`config.mk`:
```
export PLATFORM = sky130hd
export DESIGN_NAME = demux4x9_tdm
export DESIGN_NICKNAME = d
export VERILOG_FILES = /design/src/rtl/demux4x9_tdm_pkg.sv /design/src/rtl/demux4x9_tdm_demux_chan.sv /design/src/rtl/demux4x9_tdm.sv
export SDC_FILE = /design/constraint.sdc
export NUM_CORES = 1
export LEC_CHECK = 0
export BUFFER_PORTS_ARGS = -buffer_cell sky130_fd_sc_hd__buf_2
export CORE_UTILIZATION = 30
export DETAILED_ROUTE_END_ITERATION = 8
export GPL_TIMING_DRIVEN = 0
export PLACE_DENSITY = 0.5
export SLEW_MARGIN = 20
export SYNTH_ARGS = -nofsm -noshare
export SYNTH_HDL_FRONTEND = slang
export SYNTH_SLANG_ARGS = --single-unit
```
`constraint.sdc`:
```
create_clock -name clk_i -period 3.18 [get_ports clk_i]
set_input_delay 0.636 -clock clk_i [delete_from_list [all_inputs] [get_ports clk_i]]
set_output_delay 0.636 -clock clk_i [all_outputs]
set_load 0.005 [all_outputs]
```
`src/rtl/demux4x9_tdm_pkg.sv`:
```
// Shared definitions for the 4-channel, 9-bit TDM demultiplexer.
//   W_DEF     default sample width
//   NCH       number of output channels
//   SLOT_W    width of the slot counter and channel index
//   LOCKN_DEF default number of aligned SYNCs needed for LOCK
//   sat_inc   saturating increment used by the lock counter
package demux4x9_tdm_pkg;

    localparam int W_DEF     = 9;
    localparam int NCH       = 4;
    localparam int SLOT_W    = 2;
    localparam int LOCKN_DEF = 2;

    // Increment v by one, never going past lim.
    function automatic logic [SLOT_W-1:0] sat_inc(input logic [SLOT_W-1:0] v,
                                                  input logic [SLOT_W-1:0] lim);
        logic [SLOT_W-1:0] r;
        if (v >= lim) begin
            r = lim;
        end else begin
            r = v + 2'd1;
        end
        return r;
    endfunction

endpackage

```
`src/rtl/demux4x9_tdm_demux_chan.sv`:
```
// One output channel of the demultiplexer: holding register, data-ready flag
// and sticky overrun flag.
//   clk_i  system clock
//   rstn_i asynchronous active-low reset
//   wr_i   write strobe for this channel
//   ack_i  consumer acknowledge, clears rdy_o unless a write lands the same cycle
//   din_i  sample to capture
//   y_o    holding register
//   rdy_o  data-ready flag
//   ovf_o  sticky overrun flag (cleared only by reset)
module demux_chan
    import demux4x9_tdm_pkg::*;
#(
    parameter int W = W_DEF
) (
    input  logic         clk_i,
    input  logic         rstn_i,
    input  logic         wr_i,
    input  logic         ack_i,
    input  logic [W-1:0] din_i,
    output logic [W-1:0] y_o,
    output logic         rdy_o,
    output logic         ovf_o
);

    logic [W-1:0] y_q, y_d;
    logic         rdy_q, rdy_d;
    logic         ovf_q, ovf_d;

    // Next-state: a write beats a simultaneous acknowledge; overrun only when
    // unread data is overwritten without an acknowledge in the same cycle.
    always_comb begin
        y_d   = y_q;
        rdy_d = rdy_q;
        ovf_d = ovf_q;
        if (wr_i) begin
            y_d   = din_i;
            rdy_d = 1'b1;
            if (rdy_q && !ack_i) begin
                ovf_d = 1'b1;
            end else begin
                ovf_d = ovf_q;
            end
        end else if (ack_i) begin
            rdy_d = 1'b0;
        end else begin
            rdy_d = rdy_q;
        end
    end

    // Channel state registers.
    always_ff @(posedge clk_i or negedge rstn_i) begin
        if (!rstn_i) begin
            y_q   <= '0;
            rdy_q <= 1'b0;
            ovf_q <= 1'b0;
        end else begin
            y_q   <= y_d;
            rdy_q <= rdy_d;
            ovf_q <= ovf_d;
        end
    end

    assign y_o   = y_q;
    assign rdy_o = rdy_q;
    assign ovf_o = ovf_q;

endmodule

```
`src/rtl/demux4x9_tdm.sv`:
```
// 1-to-4 demultiplexer for a time-division sample stream. In AUTO mode the
// destination follows a slot counter aligned by frame SYNC; otherwise SEL
// picks the channel directly.
//   clk_i         system clock
//   rstn_i        asynchronous active-low reset
//   din_i/dv_i    input sample and its valid strobe
//   sync_i        (with dv_i) marks slot 0
//   auto_i        1 = slot-counter routing, 0 = SEL routing
//   sel_i         destination channel in SEL mode
//   ack_i         per-channel acknowledge
//   y0_o..y3_o    channel holding registers
//   rdy_o/ovf_o   per-channel ready and sticky overrun flags
//   frm_o         pulse: slot-3 sample written in AUTO mode
//   serr_o        pulse: SYNC arrived off slot 0
//   lock_o        frame alignment established
module demux4x9_tdm
    import demux4x9_tdm_pkg::*;
#(
    parameter int W     = W_DEF,
    parameter int LOCKN = LOCKN_DEF
) (
    input  logic              clk_i,
    input  logic              rstn_i,
    input  logic [W-1:0]      din_i,
    input  logic              dv_i,
    input  logic              sync_i,
    input  logic              auto_i,
    input  logic [SLOT_W-1:0] sel_i,
    input  logic [NCH-1:0]    ack_i,
    output logic [W-1:0]      y0_o,
    output logic [W-1:0]      y1_o,
    output logic [W-1:0]      y2_o,
    output logic [W-1:0]      y3_o,
    output logic [NCH-1:0]    rdy_o,
    output logic [NCH-1:0]    ovf_o,
    output logic              frm_o,
    output logic              serr_o,
    output logic              lock_o
);

    localparam logic [SLOT_W-1:0] LOCKN_C = SLOT_W'(LOCKN);

    logic [SLOT_W-1:0] dest_s;
    logic [NCH-1:0]    wr_s;
    logic [W-1:0]      y_s [NCH];

    logic [SLOT_W-1:0] slot_q, slot_d;
    logic [SLOT_W-1:0] cnt_q,  cnt_d;
    logic              lock_q, lock_d;
    logic              serr_q, serr_d;
    logic              frm_q,  frm_d;

    // Destination decode and one-hot write strobes.
    always_comb begin
        if (auto_i) begin
            if (sync_i) begin
                dest_s = 2'd0;
            end else begin
                dest_s = slot_q;
            end
        end else begin
            dest_s = sel_i;
        end
        wr_s = '0;
        if (dv_i) begin
            wr_s[dest_s] = 1'b1;
        end else begin
            wr_s = '0;
        end
    end

    // Slot counter, lock tracking and the FRM/SERR pulses; SEL mode holds
    // all framing state.
    always_comb begin
        slot_d = slot_q;
        cnt_d  = cnt_q;
        lock_d = lock_q;
        serr_d = 1'b0;
        frm_d  = 1'b0;
        if (auto_i && dv_i) begin
            // A misplaced SYNC routes to slot 0, so dest+1 also realigns to 1.
            slot_d = dest_s + 2'd1;
            frm_d  = (dest_s == 2'd3);
            if (sync_i && (slot_q != 2'd0)) begin
                serr_d = 1'b1;
                lock_d = 1'b0;
                cnt_d  = 2'd0;
            end else if (sync_i) begin
                cnt_d = sat_inc(cnt_q, LOCKN_C);
                if (sat_inc(cnt_q, LOCKN_C) == LOCKN_C) begin
                    lock_d = 1'b1;
                end else begin
                    lock_d = lock_q;
                end
            end else begin
                cnt_d  = cnt_q;
                lock_d = lock_q;
            end
        end else begin
            slot_d = slot_q;
        end
    end

    // Framing state registers.
    always_ff @(posedge clk_i or negedge rstn_i) begin
        if (!rstn_i) begin
            slot_q <= 2'd0;
            cnt_q  <= 2'd0;
            lock_q <= 1'b0;
            serr_q <= 1'b0;
            frm_q  <= 1'b0;
        end else begin
            slot_q <= slot_d;
            cnt_q  <= cnt_d;
            lock_q <= lock_d;
            serr_q <= serr_d;
            frm_q  <= frm_d;
        end
    end

    for (genvar k = 0; k < NCH; k++) begin : g_chan
        demux_chan #(.W(W)) u_chan (
            .clk_i (clk_i),
            .rstn_i(rstn_i),
            .wr_i  (wr_s[k]),
            .ack_i (ack_i[k]),
            .din_i (din_i),
            .y_o   (y_s[k]),
            .rdy_o (rdy_o[k]),
            .ovf_o (ovf_o[k])
        );
    end

    assign y0_o   = y_s[0];
    assign y1_o   = y_s[1];
    assign y2_o   = y_s[2];
    assign y3_o   = y_s[3];
    assign frm_o  = frm_q;
    assign serr_o = serr_q;
    assign lock_o = lock_q;

endmodule

```
==> impl_metrics.yaml <==
status:
  outcome: "complete, no violations"
detailed_routing:
  post-route-drc-count: 0
  wl_um: 4180
  antenna_left: 0
  first_pass_iters: 6
  detail_route.iter0.violations: 31
  wire_per_inst_um: 13.4
  route.vias.total: 1327
  vias_per_cell: 4.24
setup_path:
  critPathCaptureType: "flop"
  arrival_ps: 2150
  required_ps: 3380
  critPathMaxFanout: 10
  worstSetupPathType: "input port to flop"
  startpoint_type_of_the_worst_setup_path: "input port"
  crit_start: "auto_i"
  rr_startpoint: "slot_q[0]"
floorplanning:
  die_area_mm2: 0.00751
  design.portCount: 67
  die_width_um: 86.7
  core_area_mm2: 0.00687
  die_h_um: 86.7
  starting_density_of_the_core: 0.313
  num_rows: 30
global_route:
  grt.overflow.total: 0
  maximum_number_of_pins_on_one_net_before_global_route_repair: 52
  antenna_violations_before_repair: 0
  first_pass_grt_wire_length_um: 6980
  grt_pass1_vias: 1342
  groute.usage.overall: 0.125
yosys:
  synth.net_count: 167
  synth-main-ff-cell: "dfrtp_1"
  yosys-top-cells-count: "dfrtp_1 (51), mux2_2 (22), mux2_4 (16), buf_4 (8), nand2_1 (7)"
  synth.largest_area_cell: "dfrtp_1"
  ys_warnings: 0
  synth_seq_cells: 51
  most_frequently_used_cell_type_in_the_post_synthesis_netlist: "dfrtp_1"
  synthDominantCellAreaShare: 0.593
  postSynthCellCount: 143
  synth_enable_flop_cells: 0
  register_area_share_after_synthesis: 0.593
  ys_types: 26
  syn_avg_cell_area_um2: 15.0
  syn-cell-area_mm2: 0.00215
  synthArstFlopShare: 1.00
  ranking_of_synthesized_cells_by_area: "dfrtp_1 (59%), mux2_2 (12%), mux2_4 (11%)"
final_layout:
  final_area_mm2: 0.00272
  antennaDiodeCount: 0
  layout-area-overhead-vs-synth_pct: 26.5
  layout.nets: 240
  final_layout_size_suffix_gt1_frac: 0.590
clock_network:
  cts_max_path_buffers: 2
  post-cts-setup-buffer-count: 0
  post_cts_resized: 0
  cts_hold_buf: 0
  worst_setup_hold_path_clk_slew_ps: 100
  cts_sinks: 51
  tritoncts_clock_tree: "built"
  clkLatencyLatePin_ps: 310
  cts.htree.levels: 2
  numCtsBuffers: 5
  root_buffer: "clkbuf_8"
placed_design:
  detailedPlacementHpwl_um: 2870
  gp_congestion: 0.727
  postPlaceCellArea_mm2: 0.00260
  buffer_ports.inserted: 66
sta:
  fin_skew_ps: 4.55
  setup_total_negative_slack_ps: 0
  report.final.hold_viol_count: 0
  worst_slew_margin_rel: 0.564
  finalMaxSlewViolations: 0
  rsz0062_at_grt: "false"
  min_period_over_period: 0.613
  setup_viol: 0
  layout_min_cycle_time_ps: 1950
  fmax_mhz: 513
  max_slew.worst_pin.slew_ps: 654
pwr:
  power_density_mw_per_mm2: 706
  irDropWorstVdd_uv: 223
  power.leakage_nw: 1.40
worst_hold_path:
  worst_hold_path_type: "input port to asynchronous set/reset pin"
job:
  max_cap_violations: 0
-- worst max-delay path: stages --
cell	delay, ps
buf_2	110
buf_2	210
nand3b_1	110
o21a_1	140
ha_1	190
nand2_1	80
buf_2	290
mux2_2	380
-- final timing paths --
path	to	slack (ps)	cells past startpoint
max in group asynchronous	g_chan[3].u_chan.y_o[8]	2390	1
max reg2reg	g_chan[1].u_chan.y_o[5]	1280	6
max	g_chan[1].u_chan.y_o[5]	1230	8
min reg2reg	g_chan[0].u_chan.ovf_o	480	1
min	g_chan[3].u_chan.y_o[5]	350	1
min in group clk_i	g_chan[0].u_chan.ovf_o	480	1
-- power breakdown --
group | leakage, nW | internal (mW) | switching, mW
Clock | 0.0587 | 0.239 | 0.230
Sequential | 0.615 | 0.831 | 0.0935
Combinational | 0.728 | 0.333 | 0.193
Total | 1.40 | 1.40 | 0.517
-- area by class of cell --
cell class | instances | area (µm²)
plain buffers | 14 | 109
clock buffers | 5 | 68.8
clock inverters | 3 | 47.5
fillers | 680 | 4150
inverters | 3 | 11.3
multi-input cells | 75 | 754
flip-flops and latches | 51 | 1280
well taps | 96 | 120
repair buffers | 66 | 333
-- state kept, by name, indices dropped and copies added, names as in the netlist --
name                 count
cnt_q                    2
frm_o                    1
g_chan.u_chan.ovf_o      4
g_chan.u_chan.rdy_o      4
g_chan.u_chan.y_o       36
lock_o                   1
serr_o                   1
slot_q                   2
-- cells by family after synthesis --
kind of cell	after synthesis	synth area share
and+or+nand+nor	19	0.0506
buffers and inverters	17	0.0558
muxes	40	0.236
adders and majority gates	4	0.0233
AOI/OAI and AO/OA	12	0.0407
DFF	51	0.593
-- cells in the final DEF (no fill, tap or decap) --
cell	n
mux2_2	22
nand2_1	7
o21a_1	1
mux2_4	16
o2111a_1	1
nand2b_1	4
nor2b_1	1
clkbuf_8	5
inv_1	3
buf_6	3
a41oi_1	1
nand3_1	1
and3_1	1
bufinv_16	1
ha_1	4
o21bai_1	4
a21oi_1	2
buf_4	9
nor4_1	1
inv_6	1
nand3b_1	1
o2111ai_1	1
o21ai_0	1
clkinv_4	1
dfrtp_1	51
mux2i_1	2
buf_2	68
a31oi_1	1
nand2_4	2
nor2_1	1
-- per-stage QoR --
stage | total power, mW | setup slack [ps] | util | std cells | hold WS (ps)
after floorplan | 1.23 | 1250 | - | 143 | 340
after global placement | 1.47 | 870 | 0.379 | 305 | 464
after detailed placement | 1.48 | 866 | 0.379 | 305 | 466
after CTS | 1.95 | 1200 | 0.396 | 313 | 374
after global routing | 2.05 | 1130 | 0.396 | 313 | 397
final | 1.92 | 1230 | 0.396 | 313 | 346
-- layer usage --
metal | wire (µm) | vias to the layer above | global-route usage
li1 | - | 634 | -
met1 | 2070 | 640 | 0.167
met2 | 1790 | 49 | 0.189
met3 | 275 | 4 | 0.0457
met4 | 46 | 0 | 0.0364
met5 | 0 | - | 0
Power figures use the tool's default switching activity.
